[config.mk]
export PLATFORM = sky130hd
export DESIGN_NAME = inst_fetch_unit
export DESIGN_NICKNAME = d
export VERILOG_FILES = /design/src/rtl/inst_fetch_unit.sv
export SDC_FILE = /design/constraint.sdc
export NUM_CORES = 1
export LEC_CHECK = 0
export ABC_AREA = 1
export BUFFER_PORTS_ARGS = -buffer_cell sky130_fd_sc_hd__buf_2
export CAP_MARGIN = 20
export CELL_PAD_IN_SITES_DETAIL_PLACEMENT = 0
export CELL_PAD_IN_SITES_GLOBAL_PLACEMENT = 1
export CORE_UTILIZATION = 30
export DETAILED_ROUTE_END_ITERATION = 6
export HOLD_SLACK_MARGIN = 0.15
export PLACE_DENSITY_LB_ADDON = 0.25
export RECOVER_POWER = 50
export SYNTH_ARGS = -nofsm -noshare
export SYNTH_HDL_FRONTEND = slang
export SYNTH_SLANG_ARGS = --single-unit
[constraint.sdc]
create_clock -name clk -period 4 [get_ports clk]
set_clock_uncertainty 0.1 [all_clocks]
set_input_delay 0.4 -clock clk [delete_from_list [all_inputs] [get_ports clk]]
set_output_delay 0.4 -clock clk [all_outputs]
set_load 0.02 [all_outputs]
[src/rtl/inst_fetch_unit.sv]
// -----------------------------------------------------------------------------
// inst_fetch_unit
//
// Instruction fetch front end. Issues sequential word-aligned fetch requests
// to instruction memory, collects the in-order responses into a small queue
// and presents the oldest instruction (with its PC) to decode. A redirect
// flushes the queue, restarts fetch at the new PC and silently drops every
// response that belongs to requests issued before the redirect.
//
// Ports
//   clk              clock, all state on rising edge
//   reset            synchronous active-high reset
//   imem_req_valid   fetch request valid
//   imem_req_ready   memory accepts the request
//   imem_req_addr    fetch address (word aligned)
//   imem_resp_valid  response valid (one per accepted request, in order)
//   imem_resp_data   fetched instruction
//   redirect_valid   taken branch/jump: flush and refetch
//   redirect_pc      new fetch PC (low two bits ignored)
//   if_valid         head queue entry valid toward decode
//   if_ready         decode consumes the head entry
//   if_instr         head instruction (0 when empty)
//   if_pc            PC of head instruction (0 when empty)
//   if_count         queue occupancy
// -----------------------------------------------------------------------------
module inst_fetch_unit #(
   parameter int                pc_len     = 32,
   parameter int                inst_width = 32,
   parameter int                depth      = 4,
   parameter logic [pc_len-1:0] reset_pc   = '0
) (
   input  logic                     clk,
   input  logic                     reset,
   output logic                     imem_req_valid,
   input  logic                     imem_req_ready,
   output logic [pc_len-1:0]        imem_req_addr,
   input  logic                     imem_resp_valid,
   input  logic [inst_width-1:0]    imem_resp_data,
   input  logic                     redirect_valid,
   input  logic [pc_len-1:0]        redirect_pc,
   output logic                     if_valid,
   input  logic                     if_ready,
   output logic [inst_width-1:0]    if_instr,
   output logic [pc_len-1:0]        if_pc,
   output logic [$clog2(depth):0]   if_count
);

   localparam int ptr_w = $clog2(depth);
   localparam int cnt_w = ptr_w + 1;
   localparam logic [cnt_w:0]    depth_v = (cnt_w + 1)'(depth);
   localparam logic [pc_len-1:0] pc_step = pc_len'(4);

   typedef enum logic [1:0] {IDLE, RUN, DRAIN} state_t;

   state_t              state, state_nxt;
   logic [pc_len-1:0]   fetch_pc, fetch_pc_nxt;
   // PC of the next response that will be kept; responses return in request
   // order, so this is enough to tag each entry without a PC side-queue.
   logic [pc_len-1:0]   resp_pc, resp_pc_nxt;
   logic [cnt_w-1:0]    outstanding, outstanding_nxt;
   logic [cnt_w-1:0]    drop_cnt, drop_cnt_nxt;
   logic [cnt_w-1:0]    count, count_nxt;
   logic [ptr_w-1:0]    rd_ptr, rd_ptr_nxt;
   logic [ptr_w-1:0]    wr_ptr, wr_ptr_nxt;
   logic [cnt_w:0]      occ_sum;
   logic [pc_len-1:0]   redirect_base;

   logic [inst_width-1:0] q_instr [depth];
   logic [pc_len-1:0]     q_pc    [depth];

   logic req_fire;
   logic resp_ok;
   logic enq;
   logic deq;
   logic unused_redirect_low;

   assign unused_redirect_low = ^redirect_pc[1:0];
   assign redirect_base       = {redirect_pc[pc_len-1:2], 2'b00};

   // Requests in flight count against queue space so a burst of responses
   // can always be absorbed.
   assign occ_sum        = {1'b0, count} + {1'b0, outstanding};
   assign imem_req_valid = (state == RUN) && (occ_sum < depth_v);
   assign imem_req_addr  = fetch_pc;

   assign req_fire = imem_req_valid & imem_req_ready;
   // A response with nothing outstanding is a protocol error and is dropped.
   assign resp_ok  = imem_resp_valid & (outstanding != '0);
   assign enq      = resp_ok & (state == RUN) & ~redirect_valid;
   assign deq      = if_valid & if_ready;

   assign if_count = count;
   assign if_valid = (count != '0);
   assign if_instr = if_valid ? q_instr[rd_ptr] : '0;
   assign if_pc    = if_valid ? q_pc[rd_ptr]    : '0;

   assign outstanding_nxt = outstanding + cnt_w'(req_fire) - cnt_w'(resp_ok);

   always_comb begin
      state_nxt    = state;
      fetch_pc_nxt = req_fire ? fetch_pc + pc_step : fetch_pc;
      resp_pc_nxt  = enq ? resp_pc + pc_step : resp_pc;
      drop_cnt_nxt = drop_cnt;
      count_nxt    = count + cnt_w'(enq) - cnt_w'(deq);
      rd_ptr_nxt   = deq ? rd_ptr + 1'b1 : rd_ptr;
      wr_ptr_nxt   = enq ? wr_ptr + 1'b1 : wr_ptr;

      case (state)
         IDLE:  state_nxt = RUN;
         RUN:   state_nxt = RUN;
         DRAIN: begin
            if (resp_ok) begin
               drop_cnt_nxt = drop_cnt - 1'b1;
               if (drop_cnt == cnt_w'(1)) state_nxt = RUN;
            end
         end
         default: state_nxt = IDLE;
      endcase

      // Redirect wins over everything else in the cycle. Whatever is still
      // in flight after this cycle's handshakes must be discarded later.
      if (redirect_valid) begin
         fetch_pc_nxt = redirect_base;
         resp_pc_nxt  = redirect_base;
         count_nxt    = '0;
         rd_ptr_nxt   = '0;
         wr_ptr_nxt   = '0;
         drop_cnt_nxt = outstanding_nxt;
         state_nxt    = (outstanding_nxt != '0) ? DRAIN : RUN;
      end
   end

   always_ff @(posedge clk) begin
      if (reset) begin
         state       <= IDLE;
         fetch_pc    <= reset_pc;
         resp_pc     <= reset_pc;
         outstanding <= '0;
         drop_cnt    <= '0;
         count       <= '0;
         rd_ptr      <= '0;
         wr_ptr      <= '0;
      end else begin
         state       <= state_nxt;
         fetch_pc    <= fetch_pc_nxt;
         resp_pc     <= resp_pc_nxt;
         outstanding <= outstanding_nxt;
         drop_cnt    <= drop_cnt_nxt;
         count       <= count_nxt;
         rd_ptr      <= rd_ptr_nxt;
         wr_ptr      <= wr_ptr_nxt;
      end
   end

   // Queue storage carries no reset; occupancy alone decides validity.
   always_ff @(posedge clk) begin
      if (enq) begin
         q_instr[wr_ptr] <= imem_resp_data;
         q_pc[wr_ptr]    <= resp_pc;
      end
   end

endmodule

# Word-level counts from Yosys, hierarchy flattened

Memories as Yosys holds them, arrays and structs flattened. A register that Yosys moved wholly into a read port is not among the register bits.
Cells that the tools add are included.

Register bits: 79
Bits in writable memories: 256
Bits of input ports: 70
Output and inout port bits: 101
Word-level logic and storage cells: 67
Memories: 2

Add/sub/neg operators: 10
Magnitude comparators: 1
Eq/ne operators: 5
Multiplexer cells: 20
Bitwise gates (word level): 6
Reductions and logical operators: 13

Memory list:

| name    | words | width | read ports | clocked after Yosys merged registers in | write ports | line | RTL |
|---|---|---|---|---|---|---|---|
| q_instr | 4     | 32    | 1          | 1                                       | 1           | 68   | `logic [inst_width-1:0] q_instr [depth];` |
| q_pc    | 4     | 32    | 1          | 1                                       | 1           | 69   | `logic [pc_len-1:0] q_pc [depth];` |

Operators by type and width:

| operator                                                              | number |
|---|---|
| 32-bit 2-to-1 mux                                                     | 6 |
| 32-bit by 3-bit adder with 32-bit output, second input constant       | 2 |
| 2-bit 2-to-1 mux                                                      | 8 |
| 3-bit 2-to-1 mux                                                      | 3 |
| 3-bit nonzero test                                                    | 3 |
| 2-bit nonzero test                                                    | 4 |
| 3-bit by 1-bit adder with 3-bit output                                | 2 |
| 3-bit != test, second input constant                                  | 2 |
| 3-bit by 1-bit subtractor with 3-bit output                           | 2 |
| 1-bit bitwise AND                                                     | 5 |
| 2-bit by 1-bit adder with 2-bit output, second input constant         | 2 |
| 3-bit by 3-bit adder with 4-bit output                                | 1 |
| 4-bit by 3-bit < comparator with 1-bit output, second input constant  | 1 |
| 2-bit case mux with 2 select lines                                    | 1 |
| 2-bit AND reduction                                                   | 2 |
| 2-bit OR reduction                                                    | 2 |
| 3-bit by 1-bit equality test with 1-bit output, second input constant | 1 |
| 3-bit by 1-bit subtractor with 3-bit output, second input constant    | 1 |
| 2-bit by 1-bit equality test with 1-bit output, second input constant | 1 |
| 2-bit equality test, second input constant                            | 1 |
| 2-bit zero test                                                       | 1 |
| 1-bit 2-to-1 mux                                                      | 2 |
| 1-bit logical AND                                                     | 1 |
| 1-bit inverter                                                        | 1 |

# Depth between registers and ports, before layout

Gate-level depths: netlist (run 1).

Depth after elaboration: 9
Mapped depth: 16
Depth with buffers taken out: 15

# Worst setup path after synthesis (run 1)

OpenSTA, ideal clock, no wires.

Path kind: flip-flop to flip-flop
Start: register outstanding[1]
End: memory q_instr[0][0] (enable)
Library setup time: 0.482 ns
Data arrival time: 3.536 ns
Required time: 3.418 ns
Slack: -0.119 ns
Stages on the path, launching flop included: 7
Path buffers: 0
Period minus slack after synthesis: 4.119 ns
Cells stage by stage: dfxtp_1 -> nor2_1 -> nand2_1 -> nand3_2 -> nor2_2 -> inv_1 -> nor2_1

Cells in the longest elaborated chain, start to end: 6

RTL lines:

| item                                   | line | RTL |
|---|---|---|
| start, declared                        | 60   | `logic [cnt_w-1:0] outstanding, outstanding_nxt;` |
| start signal, assigned                 | 147  | `outstanding <= outstanding_nxt;` |
| 3-bit nonzero test                     | 88   | `assign resp_ok = imem_resp_valid & (outstanding != '0);` |
| 1-bit bitwise AND                      | 88   |  |
| 1-bit bitwise AND (2 in a row)         | 89   | `assign enq = resp_ok & (state == RUN) & ~redirect_valid;` |
| 1-bit 2-to-1 mux                       | 157  | `if (enq) begin` |
| 1-bit 2-to-1 mux (implied by the code) | 158  | `q_instr[wr_ptr] <= imem_resp_data;` |
| end, declared                          | 68   |  |

Every way passes these cells.

# Final worst setup path (run 1)

Start: register count[1] (netlist: if_count[1])
End: register state[1]

Cells in the longest elaborated chain, start to end: 9

RTL lines:

| item                                          | line | RTL |
|---|---|---|
| start, declared                               | 62   | `logic [cnt_w-1:0] count, count_nxt;` |
| start signal, assigned                        | 149  | `count <= count_nxt;` |
| 3-bit by 3-bit adder with 4-bit output        | 82   | `assign occ_sum = {1'b0, count} + {1'b0, outstanding};` |
| 4-bit by 3-bit < comparator with 1-bit output | 83   | `assign imem_req_valid = (state == RUN) && (occ_sum < depth_v);` |
| 1-bit logical AND                             | 83   |  |
| 1-bit bitwise AND                             | 86   | `assign req_fire = imem_req_valid & imem_req_ready;` |
| 3-bit by 1-bit adder with 3-bit output        | 97   | `assign outstanding_nxt = outstanding + cnt_w'(req_fire) - cnt_w'(resp_ok);` |
| 3-bit by 1-bit subtractor with 3-bit output   | 97   |  |
| 3-bit nonzero test                            | 129  | `state_nxt = (outstanding_nxt != '0) ? DRAIN : RUN;` |
| 2-bit 2-to-1 mux                              | 129  |  |
| 2-bit 2-to-1 mux                              | 122  | `if (redirect_valid) begin` |
| end signal, assigned                          | 144  | `state <= state_nxt;` |
| end, declared                                 | 55   | `state_t state, state_nxt;` |

Every way passes these cells.
A chain may end at the register's enable or synchronous reset.

==> metrics.txt, run 1 <==
status complete, no violations; clk sinks 325; max-cap violations 0; vias per inst 4.68; synth warn 0; Syn-to-layout area delta 20.9%; asr flop ratio synth 0; full die area 49,700 µm²; met1 Use GR 0.219; commonest non-fill, non-tap cell in the layout nor2_1; highest clock rate 308 MHz; IO buf count 164; 1st-iter DRT viols 741; total number of vias 11,310; critical path fanouts, max 13; Post-Syn Area per Cell 9.35 µm²; Hold Slack 168 ps; Max H-tree Level 2; worst hold-check path type in2reg; share of cells above drive strength 1 0.109; first-pass GRT wire length 63,400 µm; share of Yosys cell area claimed by the top area cell type 0.508; Final ANT Viol Nets 0; Peak VDD IR 231 µV; Final Hold Fails 0; Synth cell types 38; Nets 1,861; GRT Total Usage 0.166; Starting Density 0.306; Yosys top cell by area edfxtp_1; core area 47,900 µm²; root buf cell clkbuf_16; drt pass-1 iters 5; placed inst area 16,200 µm²; RSZ-0062 raised after global routing no; final critical-path required period 3240 ps; IO Count 171; Slew Limit Fails 0; critical path, cell by cell ha_1 > nand3_1 > nand2_1 > nor2_8 > nand2_1 > ha_1 > inv_1 > ha_1 > inv_1 > fa_1 > inv_1 > o21ai_0 > nand3_1 > nand2_1 > inv_1; M2 GR Usage 0.278; Startpoint Class flop; Worst-Margin Slew 1190 ps; Final Instance Area 17,700 µm²; antenna violations before repair 0; pre-CTS setup slack 890 ps; Required @ worst endpoint 4330 ps; Reg clk slew, reported paths 50 ps; DRC 0; dpl hpwl 25,800 µm; Die X 223 µm; highest-count cells in the layout ignoring fill and taps nor2_1 (360), edfxtp_1 (248), nand2_1 (239); total power divided by cell area 447 nW/µm²; Syn Inst Count 1,568; Slowest cell on crit path fa_1; met3 Use GR 0.0257; largest cells by area after synthesis edfxtp_1 (51%), dfxtp_1 (11%), nor2_1 (9.2%), nand2_1 (6.1%), o21ai_0 (5.8%); Worst Path Arrival 3580 ps; # setup viols final 0; leakage 0.00645 µW; drt total wl 41,200 µm; fin crit share 0.811; WP buf/inv 4; Post-Syn Area 14,700 µm²; Crit path max-delay family adder cells; Top FF cell, synth edfxtp_1; Util after Layout 0.369; cell mode on critical path inv_1; crit path capture type flop; FILL cells 4,857; setup ws final 755 ps; Worst-Skew Late Latency 540 ps; n_diodes 0; grt ovf 0; Clock Tree Buf Depth 3; cts bufs inserted 38; number of synthesized flops with an enable pin 248; crit-path max cell delay 500 ps; post-synthesis sequential area ratio 0.613; number of global-route vias before repair 10,948; CTS tree built; wire per inst 17.1 µm; Cell Rows 80; Slew HR 0.206; post-CTS setup buffer count 0; largest net degree at the start of global routing 64; die height 223 µm; critical path class reg2reg; GRT Max-Usage Layer met2; Placer Congestion 0.807; FF+latch count, synth 325
[state kept, by name (all words and copies together), names as in the netlist, named ones only]
register and cells:
state 2, imem_req_addr 30, resp_pc 30, if_count 3
q_pc 120, rd_ptr 2, outstanding 3, wr_ptr 2
q_instr 128, drop_cnt 3
[metrics by stage]
step                      power [µW]  setup TNS (ps)  instances
final                           7920               0       2416
after global placement          4730               0       2297
after detailed placement        4750               0       2297
after global routing            8290               0       2416
after CTS                       8070               0       2416
after floorplan                 4440          -29430       1571
[synth_stat cells (9+ instances only)]
cell and instances:
nand3_1 65, nand4_1 9, o21ai_0 169, inv_1 109
edfxtp_1 248, buf_2 17, ha_1 14, nand2_1 237
a31oi_1 12, a21oi_1 121, nor2_1 360, dfxtp_1 77
xor2_1 15, clkbuf_1 45
[worst register-to-register path: cells and delay by family (launching register included)]
family	cells	cell delay, ps
AND/OR/NAND/NOR	6	940
flip-flops	1	420
adder cells (fa/ha/maj)	4	1330
AO/OA/AOI/OAI	1	160
buffers and inverters	4	200
[final timing paths]
path / slack [ps] / startpoint / end / depth (start not counted)
max: 760 / if_count[1]$_SDFF_PP0_ / state[1]$_SDFFE_PP0P_ / 15
min: 170 / if_ready / flop / 4
min reg2reg: 360 / rd_ptr[1]$_SDFFE_PP0P_ / flop / 2
max reg2reg: 760 / if_count[1]$_SDFF_PP0_ / state[1]$_SDFFE_PP0P_ / 15
[what timing repair did]
| item | in CTS | in global routing |
|---|---|---|
| resized for setup | 0 | 0 |
| hold endpoints to repair | 158 | 0 |
| hold buffers | 53 | 0 |
[power breakdown]
| part | leakage (µW) | total, µW | internal (µW) | switching (µW) |
|---|---|---|---|---|
| registers | 0.00289 | 3870 | 3750 | 124 |
| logic | 0.00301 | 813 | 271 | 541 |
| clock network | 0.000557 | 3240 | 1880 | 1350 |
[cell type report]
| class | count | area (µm²) | area share |
|---|---|---|---|
| clock inverters | 12 | 110 | 0.00622 |
| multi-input cells | 1060 | 4910 | 0.278 |
| clock buffers | 54 | 1040 | 0.0589 |
| inverters | 114 | 429 | 0.0242 |
| flip-flops and latches | 325 | 8990 | 0.508 |
| repair buffers | 236 | 1450 | 0.0819 |
| well taps | 615 | 769 | 0.0435 |
[routing by layer]
metal | routed length (µm) | vias up | share of wire
li1 | - | 5664 | -
met1 | 19100 | 5355 | 0.46
met2 | 19400 | 232 | 0.47
met3 | 1680 | 59 | 0.041
met4 | 1010 | 0 | 0.025
met5 | 0 | - | 0
[cells by family (layout without fill, tap and decap cells)]
logic type,Yosys count,after routing,synth area share
adder cells (fa/ha/maj),16,16,0.0147
other,1,4,0.000256
AO/OA/AOI/OAI,312,312,0.109
flip-flops,325,325,0.613
AND/OR/NAND/NOR,709,709,0.200
buffers and inverters,186,416,0.0511
XOR/XNOR,19,19,0.0114
No activity file was read; power rests on OpenSTA's default activity.
==> run 2: changes to the inputs <==
==> constraint.sdc (replaced) <==
create_clock -name clk -period 2.95 [get_ports clk]
set_clock_uncertainty 0.1 [all_clocks]
set_input_delay 0.295 -clock clk [delete_from_list [all_inputs] [get_ports clk]]
set_output_delay 0.295 -clock clk [all_outputs]
set_load 0.02 [all_outputs]
==> metrics.txt, run 2 (synthesized netlist as in run 1, its figures left out) <==
share of cells above drive strength 1 0.115 (+0.00594); Worst-Margin Slew 995 ps (-196 ps); Worst-Skew Late Latency 550 ps (about the same); core area 47,900 µm² (unchanged); capture point of the worst path if_pc[17]; highest clock rate 365 MHz; register share of total power 0.475 (-0.014); status complete, no violations; root buf cell clkbuf_16; critical path, cell by cell nor3_4 > buf_4 > a21oi_1 > buf_2; critical path fanouts, max 63 (+50); RR Endpoint state[1]$_SDFFE_PP0P_; drt total wl 41,500 µm (+0.69%); 1st-iter DRT viols 648 (-13%); Max H-tree Level 2 (unchanged); largest net degree at the start of global routing 125 (+95%); Clock Tree Buf Depth 3 (unchanged); setup_tns 0 ps (unchanged); wire per inst 17.0 µm (-0.14%); crit path capture type primary output; Top Registers q_instr (128), q_pc (120); R2R cell count 15 (unchanged); internal power 8220 µW (+39%); GRT Total Usage 0.168 (+0.00171); vias per inst 4.68 (about the same); grt ovf 0 (unchanged); Startpoint Class flop; # setup viols final 0 (unchanged); antenna violations before repair 0 (unchanged); combinational share of power 0.103 (about the same); Peak VDD IR 291 µV (+26%); number of global-route vias before repair 11,046 (+0.90%); Largest Register q_instr; dpl hpwl 25,900 µm (+0.53%); clock power share 0.422 (+0.013); Required @ worst endpoint 2560 ps (-1770 ps); Nets 1,879 (+0.97%); final std cells w/o fill 2,436 (+0.83%); total power divided by cell area 614 nW/µm² (+37%); Final Hold Fails 0 (unchanged); first-pass GRT wire length 64,300 µm (+1.4%); CP startpoint if_count[0]$_SDFF_PP0_; Slew Limit Fails 0 (unchanged); Final ANT Viol Nets 0 (unchanged); Starting Density 0.306 (unchanged); RSZ-0062 raised after global routing no; startpoint of the worst register-to-register path if_count[2]$_SDFF_PP0_; cts bufs inserted 38 (unchanged); Reg clk slew, reported paths 60 ps (about the same); commonest non-fill, non-tap cell in the layout nor2_1; full die area 49,700 µm² (unchanged); drt pass-1 iters 5 (unchanged); clk sinks 325 (unchanged); Placed Instances 2,302 (+0.22%); max-cap violations 0 (unchanged); critical path class reg2out; R2R Setup Slk 280 ps (-480 ps); crit-path max cell delay 720 ps (+220 ps); Placer Congestion 0.766 (-5.1%); fin crit share 0.930; Worst Path Arrival 2350 ps (-1230 ps); total number of vias 11,397 (+0.77%); Slowest cell on crit path buf_4; IO Count 171 (unchanged); Die X 223 µm (unchanged); DRC 0 (unchanged); max reg flops 128 (unchanged); NetSw 2820 µW (+40%); leakage 0.00658 µW (+2.0%); CTS tree built; FILL cells 4,866 (+0.19%); Syn-to-layout area delta 22.7%; Cell Rows 80 (unchanged); IO buf count 164 (unchanged); die height 223 µm (unchanged); switching power share of the total 0.255 (+0.000638); Slew HR 0.336 (+0.131); highest-count cells in the layout ignoring fill and taps nor2_1 (360), edfxtp_1 (248), nand2_1 (237); worst hold-check path type in2reg; final critical-path required period 2740 ps; n_diodes 0 (unchanged)
-- run 2: changes by cell type in the layout (fill, tap and decap cells not counted), sizes merged --
cell         change
clkinvlp         -1
inv              +2
clkinv           +5
dlygate4sd3     +12
buf              -2
bufinv           +2
clkbuf           +2
-- run 2: layout make-up --
type,count,area [µm²],share of cell area
Timing Repair Buffer,254,1630,0.0906
Inverter,114,428,0.0238
Clock buffer,48,1030,0.0573
Sequential cell,325,9000,0.500
Clock inverter,20,196,0.0109
Multi-Input combinational cell,1060,4930,0.274
Tap cell,615,769,0.0428
-- run 2: routing by layer --
metal / track usage / vias to the layer above / share of wire
li1: - / 5720 / -
met1: 0.222 / 5395 / 0.46
met2: 0.281 / 238 / 0.47
met3: 0.0291 / 44 / 0.047
met4: 0.0458 / 0 / 0.019
met5: 0 / - / 0
-- run 2: how the worst min path moves through the flow --
stage                           startpoint                       to  slack [ps]  depth (start not counted)
detailed placement  rd_ptr[1]$_SDFFE_PP0P_                     flop         350                          2
finish                     imem_resp_valid    state[0]$_SDFFE_PP0P_         200                          7
CTS                        imem_resp_valid   wr_ptr[0]$_SDFFE_PP0P_         170                          4
floorplan                imem_resp_data[0]  q_instr[0][0]$_DFFE_PP_         290                          0
global placement    rd_ptr[1]$_SDFFE_PP0P_                     flop         350                          2
global route               imem_resp_valid   wr_ptr[0]$_SDFFE_PP0P_         220                          4
-- run 2: power by group through the flow --
stage          clock [µW]  combinational [µW]  sequential (µW)
6_report             4660                1130             5250
4_1_cts              4790                1180             5250
5_1_grt              4980                1280             5270
3_5_place_dp            0                1110             5340
2_1_floorplan           0                 697             5330
3_3_place_gp            0                1100             5340
-- run 2: worst max-delay path: cells and delay by family (launching register included) --
family          cells  cell delay, ps
simple gates        1             210
compound gates      1             240
buf+inv             2             960
flops               1             370
-- run 2: what timing repair did --
action,in CTS,in global routing
endpoints found under the hold margin,195,0
gates resized for setup,0,1
setup endpoints to repair,0,2
buffers inserted,0,1
hold buffers,65,0
-- run 2: per-stage QoR --
step	hold slack [ps]	total power, µW	setup WS (ps)	instance area, µm²	util
after detailed placement	351	6450	184	16200	0.339
after global placement	347	6440	158	16200	0.339
final	200	11000	207	18000	0.375
after CTS	165	11200	122	18100	0.378
after floorplan	294	6020	-156	14700	-
after global routing	216	11500	45.0	18000	0.375
==> run 3: changes to the inputs <==
--- a/config.mk
+++ b/config.mk
@@ -15,6 +15,7 @@
 export HOLD_SLACK_MARGIN = 0.15
 export PLACE_DENSITY_LB_ADDON = 0.25
 export RECOVER_POWER = 50
+export SETUP_SLACK_MARGIN = 0.3
 export SYNTH_ARGS = -nofsm -noshare
 export SYNTH_HDL_FRONTEND = slang
 export SYNTH_SLANG_ARGS = --single-unit
==> metrics.txt, run 3 (synthesized netlist as in run 1, its figures left out) <==
drt total wl 42,100 µm (+1.5%); wire per inst 17.2 µm (+1.2%); max reg flops 128 (unchanged); worst hold-check path type reg2reg; Starting Density 0.306 (unchanged); Slew HR 0.342 (+0.00559); clk sinks 325 (unchanged); Slew Limit Fails 0 (unchanged); Peak VDD IR 309 µV (+6.3%); total power divided by cell area 599 nW/µm² (-2.5%); die height 223 µm (unchanged); root buf cell clkbuf_16; leakage 0.00662 µW (+0.53%); highest-count cells in the layout ignoring fill and taps nor2_1 (358), edfxtp_1 (248), nand2_1 (239); grt ovf 0 (unchanged); placed inst area 16,300 µm² (+0.35%); Worst Path Arrival 2910 ps (+560 ps); IO Count 171 (unchanged); n_diodes 0 (unchanged); startpoint of the worst register-to-register path outstanding[1]$_SDFF_PP0_; Final Hold Fails 0 (unchanged); Worst-Skew Late Latency 540 ps (about the same); critical path fanouts, max 4 (-94%); IO buf count 164 (unchanged); hold wc startpoint rd_ptr[1]$_SDFFE_PP0P_; GRT Total Usage 0.169 (+0.00179); Required @ worst endpoint 3280 ps (+720 ps); Final Instance Area 18,100 µm² (+0.86%); Placer Congestion 0.778 (+1.6%); status complete, no violations; DRC 0 (unchanged); full die area 49,700 µm² (unchanged); first-pass GRT wire length 64,700 µm (+0.77%); RR Endpoint state[1]$_SDFFE_PP0P_; Top Registers q_instr (128), q_pc (120); RSZ-0062 raised after global routing yes; multi-input combinational cell area 5030 µm² (+1.9%); Reg clk slew, reported paths 50 ps (about the same); critical path class reg2reg; max-cap violations 0 (unchanged); vias per inst 4.68 (about the same); crit path capture type flop; Clock Tree Buf Depth 3 (unchanged); 1st-iter DRT viols 660 (+1.9%); # setup viols final 0 (unchanged); cts bufs inserted 38 (unchanged); largest net degree at the start of global routing 83 (-34%); number of global-route vias before repair 11,206 (+1.4%); Startpoint Class flop; Util after Layout 0.378 (+0.00321); drt pass-1 iters 5 (unchanged); Largest Register q_instr; sequential cell area 9010 µm² (about the same); total number of vias 11,432 (+0.31%); R2R Setup Slk 380 ps (+100 ps); R2R cell count 15 (unchanged); Nets 1,886 (+0.37%); Syn-to-layout area delta 23.8%; CTS tree built; core area 47,900 µm² (unchanged); FILL cells 4,804 (-1.3%); dpl hpwl 26,200 µm (+1.3%); highest clock rate 388 MHz (+6.5%); Cell Rows 80 (unchanged); final critical-path required period 2570 ps (-168 ps); share of cells above drive strength 1 0.124 (+0.00948); Hold Crit Depth 2 (-5); commonest non-fill, non-tap cell in the layout nor2_1; Max H-tree Level 2 (unchanged); Worst-Margin Slew 983 ps (-12.0 ps); Final ANT Viol Nets 0 (unchanged); antenna violations before repair 0 (unchanged); fin crit share 0.873 (-0.0571); Die X 223 µm (unchanged)
==> run 3: cell types whose count changed in the layout (fill, tap and decap cells not counted), moves of 3 or more <==
cell / before / now
buf_4: 12 / 15
buf_6: 0 / 3
clkinv_1: 7 / 4
clkinv_2: 5 / 9
clkinv_4: 3 / 0
dfxtp_4: 1 / 4
dlygate4sd3_1: 65 / 69
ha_1: 14 / 10
ha_4: 0 / 3
nand2_2: 7 / 3
nand3_1: 66 / 63
==> run 3: critical path, stage by stage (launching register included) <==
cell and delay, ps:
dfxtp_1 450, ha_4 240, nand3_2 70, nand2_4 70
nor2_8 130, nand2_4 70, ha_4 210, inv_2 40
ha_2 160, inv_2 30, fa_1 520, inv_2 50
o21ai_2 120, nand3_2 100, nand2_1 70, inv_1 40
==> run 3: layout make-up <==
cell class / instances / area share
tap: 615 / 0.0424
inverter: 114 / 0.0236
timing repair buffer: 261 / 0.0975
clock inverter: 16 / 0.00586
multi-input combinational: 1060 / 0.277
sequential: 325 / 0.497
clock buffer: 51 / 0.0568
==> run 3: what timing repair did <==
item,in CTS,in global routing
hold buffers,69,0
gates resized for setup,2,16
hold endpoints to repair,196,0
buffers inserted,1,3
setup endpoints to repair,49,26
cloned,0,0
pin swaps,1,7
==> run 3: metrics by stage <==
step                std cells  hold WS, ps  TNS [ps]  worst slack (ps)  total power, µW
floorplan                1571          294    -32770              -132             6060
global placement         2302          346         0               282             6480
detailed placement       2302          358         0               292             6490
CTS                      2439          369         0               258            11000
global route             2442          392         0               151            11400
finish                   2442          365         0               376            10900
==> run 3: report_power, final <==
| part | total [µW] | internal [µW] | switching, µW |
|---|---|---|---|
| clock | 4360 | 2540 | 1820 |
| combinational | 1240 | 444 | 798 |
| sequential | 5260 | 5080 | 175 |
| total | 10900 | 8070 | 2790 |
==> run 3: layer usage <==
metal  track usage  vias to the layer above  routed length (µm)
met5             0                        -                   0
met4        0.0558                        0                1080
met3        0.0287                       61                1960
met2         0.281                      254               19700
met1         0.224                     5385               19300
li1              -                     5732                   -
==> run 3: how the worst max path moves through the flow <==
| stage | startpoint | end | slack, ps |
|---|---|---|---|
| 5_1_grt | outstanding[1]$_SDFF_PP0_ | if_count[2]$_SDFF_PP0_ | 150 |
| 3_5_place_dp | if_count[1]$_SDFF_PP0_ | state[1]$_SDFFE_PP0P_ | 290 |
| 6_report | outstanding[1]$_SDFF_PP0_ | state[1]$_SDFFE_PP0P_ | 380 |
| 2_1_floorplan | outstanding[1]$_SDFF_PP0_ | q_instr[0][0]$_DFFE_PP_ | -130 |
| 3_3_place_gp | if_count[2]$_SDFF_PP0_ | state[1]$_SDFFE_PP0P_ | 280 |
| 4_1_cts | flop | if_pc[19] | 260 |
